[src/rtl/poly_mod_add_pipe_pkg.sv]
// Shared constants and types for the poly unit's modular add/diff datapaths (q = 3329).
package poly_mod_add_pipe_pkg;

    localparam int WIDTH = 12;
    localparam int Q     = 3329;
    localparam int Q2    = 2 * Q;
    localparam int NCOEF = 256;
    localparam int CNT_W = 8;

    typedef logic [WIDTH-1:0] coef_t;
    typedef logic [WIDTH:0]   sum_t;
    typedef logic [CNT_W-1:0] cnt_t;

    localparam sum_t Q_SUM    = sum_t'(Q);
    localparam sum_t Q2_SUM   = sum_t'(Q2);
    localparam cnt_t LAST_IDX = cnt_t'(NCOEF - 1);

endpackage

[src/rtl/poly_mod_add_pipe_if.sv]
// Coefficient stream bundle: operand pair in, reduced sum with index/last tag out.
interface poly_mod_add_pipe_if;

    logic                         in_valid;
    logic                         in_ready;
    poly_mod_add_pipe_pkg::coef_t a;
    poly_mod_add_pipe_pkg::coef_t b;
    logic                         out_valid;
    logic                         out_ready;
    poly_mod_add_pipe_pkg::coef_t o;
    poly_mod_add_pipe_pkg::cnt_t  out_idx;
    logic                         out_last;

    modport slave (
        input  in_valid, a, b, out_ready,
        output in_ready, out_valid, o, out_idx, out_last
    );

    modport master (
        output in_valid, a, b, out_ready,
        input  in_ready, out_valid, o, out_idx, out_last
    );

endinterface

[src/rtl/poly_mod_add_pipe_red2.sv]
// Full reduction of a value below 3q into 0..q-1 using two conditional subtracts.
module poly_mod_red2
    import poly_mod_add_pipe_pkg::*;
(
    input  sum_t  sum,
    output coef_t o
);

    sum_t r1;

    // Largest input is 2*4095 = 8190, and 8190 - 2q = 1532 < q, so two steps are enough.
    always_comb begin
        r1 = (sum >= Q_SUM) ? sum - Q_SUM : sum;
        o  = coef_t'((r1 >= Q_SUM) ? r1 - Q_SUM : r1);
    end

endmodule

[src/rtl/poly_mod_add_pipe.sv]
// Two-stage elastic pipeline computing (a+b) mod q per beat, tagging each coefficient's index.
module poly_mod_add_pipe
    import poly_mod_add_pipe_pkg::*;
(
    input  logic                 clk,
    input  logic                 rst,
    poly_mod_add_pipe_if.slave   bus
);

    logic  s1_v_q,   s1_v_d;
    sum_t  sum_q,    sum_d;
    cnt_t  s1_idx_q, s1_idx_d;
    logic  s2_v_q,   s2_v_d;
    coef_t o_q,      o_d;
    cnt_t  s2_idx_q, s2_idx_d;
    logic  last_q,   last_d;
    cnt_t  cnt_q,    cnt_d;

    logic  s2_load;
    logic  s1_load;
    logic  in_ready;
    logic  accept;
    coef_t red_o;

    poly_mod_red2 u_red (
        .sum (sum_q),
        .o   (red_o)
    );

    always_comb begin
        s2_load  = !s2_v_q || bus.out_ready;
        s1_load  = !s1_v_q || s2_load;
        in_ready = !rst && s1_load;
        accept   = bus.in_valid && in_ready;

        s1_v_d   = s1_v_q;
        sum_d    = sum_q;
        s1_idx_d = s1_idx_q;
        s2_v_d   = s2_v_q;
        o_d      = o_q;
        s2_idx_d = s2_idx_q;
        last_d   = last_q;
        cnt_d    = cnt_q;

        // Output registers only change on a load carrying real data, so a stalled beat holds.
        if (s2_load) begin
            s2_v_d = s1_v_q;
            last_d = s1_v_q && (s1_idx_q == LAST_IDX);
            if (s1_v_q) begin
                o_d      = red_o;
                s2_idx_d = s1_idx_q;
            end
        end

        if (s1_load) begin
            s1_v_d = accept;
            if (accept) begin
                sum_d    = {1'b0, bus.a} + {1'b0, bus.b};
                s1_idx_d = cnt_q;
            end
        end

        if (accept) begin
            cnt_d = (cnt_q == LAST_IDX) ? '0 : cnt_q + cnt_t'(1);
        end
    end

    always_ff @(posedge clk) begin
        if (rst) begin
            s1_v_q   <= 1'b0;
            sum_q    <= '0;
            s1_idx_q <= '0;
            s2_v_q   <= 1'b0;
            o_q      <= '0;
            s2_idx_q <= '0;
            last_q   <= 1'b0;
            cnt_q    <= '0;
        end else begin
            s1_v_q   <= s1_v_d;
            sum_q    <= sum_d;
            s1_idx_q <= s1_idx_d;
            s2_v_q   <= s2_v_d;
            o_q      <= o_d;
            s2_idx_q <= s2_idx_d;
            last_q   <= last_d;
            cnt_q    <= cnt_d;
        end
    end

    assign bus.in_ready  = in_ready;
    assign bus.out_valid = s2_v_q;
    assign bus.o         = o_q;
    assign bus.out_idx   = s2_idx_q;
    assign bus.out_last  = last_q;

endmodule

[src/flat_wrapper.sv]
// flat-port wrapper written by rule: the top's interface ports become plain ports
module poly_mod_add_pipe_flat import poly_mod_add_pipe_pkg::*;
  (clk, rst, bus_in_valid, bus_a, bus_b, bus_out_ready, bus_in_ready, bus_out_valid, bus_o, bus_out_idx, bus_out_last);
  poly_mod_add_pipe_if bus_i ();
  input  logic clk;
  input  logic rst;
  input wire logic [$bits(bus_i.in_valid)-1:0] bus_in_valid;
  input wire logic [$bits(bus_i.a)-1:0] bus_a;
  input wire logic [$bits(bus_i.b)-1:0] bus_b;
  input wire logic [$bits(bus_i.out_ready)-1:0] bus_out_ready;
  output wire logic [$bits(bus_i.in_ready)-1:0] bus_in_ready;
  output wire logic [$bits(bus_i.out_valid)-1:0] bus_out_valid;
  output wire logic [$bits(bus_i.o)-1:0] bus_o;
  output wire logic [$bits(bus_i.out_idx)-1:0] bus_out_idx;
  output wire logic [$bits(bus_i.out_last)-1:0] bus_out_last;
  assign bus_i.in_valid = bus_in_valid;
  assign bus_i.a = bus_a;
  assign bus_i.b = bus_b;
  assign bus_i.out_ready = bus_out_ready;
  assign bus_in_ready = bus_i.in_ready;
  assign bus_out_valid = bus_i.out_valid;
  assign bus_o = bus_i.o;
  assign bus_out_idx = bus_i.out_idx;
  assign bus_out_last = bus_i.out_last;
  poly_mod_add_pipe u_core (.clk(clk), .rst(rst), .bus(bus_i));
endmodule
[config.mk]
export PLATFORM = sky130hd
export DESIGN_NAME = poly_mod_add_pipe_flat
export DESIGN_NICKNAME = d
export VERILOG_FILES = /design/src/rtl/poly_mod_add_pipe_pkg.sv /design/src/rtl/poly_mod_add_pipe_if.sv /design/src/rtl/poly_mod_add_pipe_red2.sv /design/src/rtl/poly_mod_add_pipe.sv /design/src/flat_wrapper.sv
export SDC_FILE = /design/constraint.sdc
export NUM_CORES = 1
export LEC_CHECK = 0
export ABC_AREA = 1
export CORE_UTILIZATION = 25
export CTS_BUF_LIST = sky130_fd_sc_hd__clkbuf_8
export CTS_CLUSTER_SIZE = 40
export DETAILED_ROUTE_END_ITERATION = 8
export PLACE_DENSITY = 0.45
export SLEW_MARGIN = 10
export SYNTH_ARGS = -nofsm -noshare
export SYNTH_HDL_FRONTEND = slang
export SYNTH_HIERARCHICAL = 1
export SYNTH_SLANG_ARGS = --single-unit
[constraint.sdc]
create_clock -name clk -period 3 [get_ports clk]
set_input_delay 0.9 -clock clk [delete_from_list [all_inputs] [get_ports clk]]
set_output_delay 0.9 -clock clk [all_outputs]
set_load 0.1 [all_outputs]
Yosys cells after proc, flatten, opt, wreduce, memory -nomap -nowiden
Index checks and enable logic that the tools add are counted.
- bits in registers: 52
- output and inout port bits: 23
- word-level logic and storage cells: 29
- input port bits: 28
- equal/unequal tests: 2
- $add $sub $neg: 4
- magnitude comparators: 2
- multiplexer cells: 3
- reductions and logical operators: 10
- operators with widths (operator ; count):
    13-bit by 12-bit >= comparator with 1-bit output (second input constant) ; 2
    8-bit == test (second input constant) ; 2
    12-bit by 12-bit adder with 13-bit output ; 1
    13-bit 2-to-1 mux ; 1
    13-bit by 12-bit subtractor with 13-bit output (second input constant) ; 1
    12-bit 2-to-1 mux ; 1
    12-bit subtractor (second input constant) ; 1
    8-bit by 1-bit adder with 8-bit output (second input constant) ; 1
    8-bit 2-to-1 mux ; 1
    2-bit AND reduction ; 2
    1-bit logical AND ; 3
    1-bit logical NOT ; 3
    1-bit logical OR ; 2

Longest topological paths before layout
- depth in word-level cells: 6
- gate-level depth with buffers: 20

Modules after synthesis
Netlist, hierarchy kept.
- by module, submodules not included (module ; cells each ; area each (um2) ; instances):
    poly_mod_add_pipe ; 366 ; 2648.8 ; 1
    poly_mod_red2 ; 219 ; 1228.7 ; 1

Least setup slack after synthesis
OpenSTA, ideal clock, no wires.
- kind: input to output
- start: in rst
- end: out bus_in_ready
- slack: 0.207 ns
- data arrival time: 1.893 ns
- buffers on the path: 1
- cell stages on the path: 4
- cell sequence: inv_2 clkbuf_1 nand2_1 inv_1
- longest elaborated chain between the ends: 2
- RTL lines (item ; RTL line ; text):
    start: declaration ; flat_wrapper.sv:6 ; input logic rst;
    1-bit logical NOT ; poly_mod_add_pipe.sv:33 ; in_ready = !rst && s1_load;
    1-bit logical AND ; poly_mod_add_pipe.sv:33 ;
    end: declaration ; flat_wrapper.sv:11 ; output wire logic [$bits(bus_i.in_ready)-1:0] bus_in_ready;
No other way between the ends.

Final worst setup path
- start: in bus_out_ready
- end: out bus_in_ready
- longest elaborated chain between the ends: 3
- RTL lines (item ; RTL line ; text):
    start: declaration ; flat_wrapper.sv:10 ; input wire logic [$bits(bus_i.out_ready)-1:0] bus_out_ready;
    1-bit logical OR ; poly_mod_add_pipe.sv:31 ; s2_load = !s2_v_q || bus.out_ready;
    1-bit logical OR ; poly_mod_add_pipe.sv:32 ; s1_load = !s1_v_q || s2_load;
    1-bit logical AND ; poly_mod_add_pipe.sv:33 ;
No other way between the ends.

==> results.py <==
metrics = {
    "status": {
        "outcome": "complete, no violations",
    },
    "clock_network": {
        "cts_sinks": 52,
        "cts_tree": "built",
        "root_buffer": "clkbuf_8",
        "h-tree-depth": 2,
        "path_clk_slew_ns": 0.11,
        "clockBufferDepth": 2,
        "numCtsBuffers": 5,
        "clk_latency_ns": 0.33,
        "cts_hold_buf": 0,
    },
    "routing": {
        "drc": 0,
        "routed_via_density": 4.52,
        "drtPass1Iterations": 4,
        "initialDrtViolationCount": 162,
        "vias": 3732,
        "ant_nets": 0,
        "wl_per_cell_um": 11.5,
        "detail_route.wirelength_um": 9460,
    },
    "timing": {
        "maxSlewViolCount": 0,
        "slew_headroom_pct": 74.3,
        "fin_crit_ns": 2.76,
        "rsz0062_at_grt": "false",
        "post-route-period-util_pct": 92.0,
        "tightest_slew_ns": 0.385,
        "max_freq_mhz": 362,
        "fin_skew_ns": 0.0143,
        "hold_slack_ns": 0.473,
        "finalSetupViolCount": 0,
        "setup_tns_ns": 0,
        "hold_viol": 0,
    },
    "floorplan": {
        "die_width_um": 127,
        "num_io_pins": 51,
        "core-area_mm2": 0.0151,
        "die_area_mm2": 0.0160,
        "fp-row-count": 45,
        "fp.dieH_um": 127,
        "initial_core_util_pct": 25.6,
    },
    "synthesis": {
        "synth_nets": 631,
        "synth-seq-area-share_pct": 26.8,
        "syn_area_mm2": 0.00388,
        "synth_warnings": 6,
        "syn_inst": 585,
        "synth-seq-cells": 52,
        "synthDistinctLibCells": 36,
        "avgSynthCellArea_um2": 6.63,
    },
    "finish": {
        "final_common_cell": "nand2_1",
        "layout.nets": 682,
        "layout-drive-gt1-share_pct": 15.2,
        "fillers": 1664,
        "final-seq-area_mm2": 0.00104,
        "multiInputGateArea_mm2": 0.00244,
        "final_cell_mix": "nand2_1, nor2_1, inv_1, nand3_1, dfxtp_1",
        "antennaDiodeCount": 0,
        "fin_util_pct": 30.4,
        "syn_to_final_growth_pct": 18.7,
    },
    "critical_path": {
        "critPathCaptureType": "primary output",
        "crit_required_ns": 2.10,
        "critPathMaxFanout": 3,
        "reg2reg_slack_ns": 0.38,
        "worst_setup_path_start_kind": "input port",
        "worstSetupPathType": "input port to primary output",
        "crit_arrival_ns": 1.86,
    },
    "power_and_ir_drop": {
        "clockPowerShare_pct": 19.7,
        "seqPwrFrac_pct": 35.7,
        "switching_share_pct": 43.5,
        "irDropWorstVdd_uv": 156,
        "power.density_mw_per_mm2": 473,
        "internal_power_uw": 1230,
        "p_switching_uw": 947,
        "p_comb_share_pct": 44.6,
        "p_leak_uw": 0.00211,
    },
    "job": {
        "maxCapViolCount": 0,
    },
    "global_route": {
        "antenna_found_initial": 0,
        "grtUsageTotal_pct": 12.9,
        "grt_max_degree": 42,
        "grt_pass1_vias": 3520,
        "grt_pass1_wl_um": 16900,
        "overflow": 0,
    },
    "placement": {
        "dp.final_hpwl_um": 7530,
        "port_buffers": 50,
        "place_congestion": 0.883,
    },
    "worst_hold_path": {
        "hold_path.class": "flop to flop",
    },
}
stage by stage:
step | total power [uW] | area (um^2) | std cells | worst slack, ns
finish | 2180 | 4600 | 825 | 0.239
floorplan | 1550 | 3880 | 585 | 0.207
global placement | 1760 | 4480 | 814 | 0.224
global route | 2370 | 4600 | 825 | 0.0237
detailed placement | 1760 | 4480 | 814 | 0.229
CTS | 2210 | 4580 | 822 | 0.212
path summary, 6_finish.rpt:
kind	start	end	cells past startpoint
worst min register to register	u_core/s1_idx_q[0]$_SDFFE_PP0P_	u_core/s1_idx_q[0]$_SDFFE_PP0P_	2
worst min-delay path	u_core/s1_idx_q[0]$_SDFFE_PP0P_	u_core/s1_idx_q[0]$_SDFFE_PP0P_	2
worst max-delay path	bus_out_ready	bus_in_ready	6
worst max register to register	u_core/sum_q[4]$_SDFFE_PP0P_	u_core/bus.o[11]$_SDFFE_PP0P_	15
worst max-delay path: stages:
cell,delay [ns]
clkdlybuf4s50_1,0.51
nor2_4,0.06
nand2_2,0.08
nand2_1,0.05
inv_1,0.09
buf_12,0.18
Yosys cell counts, drive strengths merged:
cell	n	area share (%)
nand3b	5	0.97
a22oi	1	0.19
o21ai	37	4.9
fa	1	0.52
dfxtp	52	27
ha	17	5.5
nand4	19	3.5
inv	65	6.4
buf	14	3.5
nand2	180	19
nand3	60	9.4
nor3	9	1.3
or2	1	0.16
xnor2	6	1.4
clkbuf	4	0.39
xor2	13	2.9
nor2	74	9.0
a21oi	27	4.4
state kept, by name (all words and copies together), names as in the netlist:
register              cells
u_core/bus.o             12
u_core/sum_q             13
u_core/bus.out_idx        8
u_core/bus.out_last       1
u_core/cnt_q              8
u_core/s1_v_q             1
u_core/bus.out_valid      1
u_core/s1_idx_q           8
kinds of logic (layout without fill, tap and decap cells):
logic type	count (synthesis)	after routing	synth area share, %
AOI/OAI and AO/OA	65	65	9.42
xor gates and xnor gates	19	19	4.29
adders and majority gates	18	18	6.00
buffers and inverters	83	135	10.3
DFF	52	52	26.8
and+or+nand+nor	348	348	43.2
metal layers:
| metal | share of wire (%) | global-route usage [%] | wire length [um] | up-vias |
|---|---|---|---|---|
| met4 | 1.3 | 3.83 | 121 | 0 |
| li1 | - | - | - | 1988 |
| met5 | 0 | 0 | 0 | - |
| met2 | 47 | 22.0 | 4450 | 51 |
| met1 | 49 | 16.5 | 4600 | 1687 |
| met3 | 3.1 | 2.36 | 290 | 6 |
area by class of cell:
cell class                      instances  share of cell area, %
Clock inverter                          3                  0.490
Multi-Input combinational cell        450                   53.1
Clock buffer                            5                   1.50
Tap cell                              188                   5.11
Sequential cell                        52                   22.6
Inverter                               65                   5.36
Timing Repair Buffer                   62                   11.9
what timing repair did:
action,in CTS,in global routing
setup endpoints to repair,0,11
endpoints found under the hold margin,0,0
setup buffers,0,3
gates resized for setup,0,2
power by group through the flow:
stage	clock, uW	combinational [uW]	sequential [uW]
2_1_floorplan	0	664	890
3_5_place_dp	0	969	795
6_report	430	971	778
3_3_place_gp	0	962	793
4_1_cts	460	972	779
5_1_grt	486	1100	786
(Power assumes the default switching activity.)
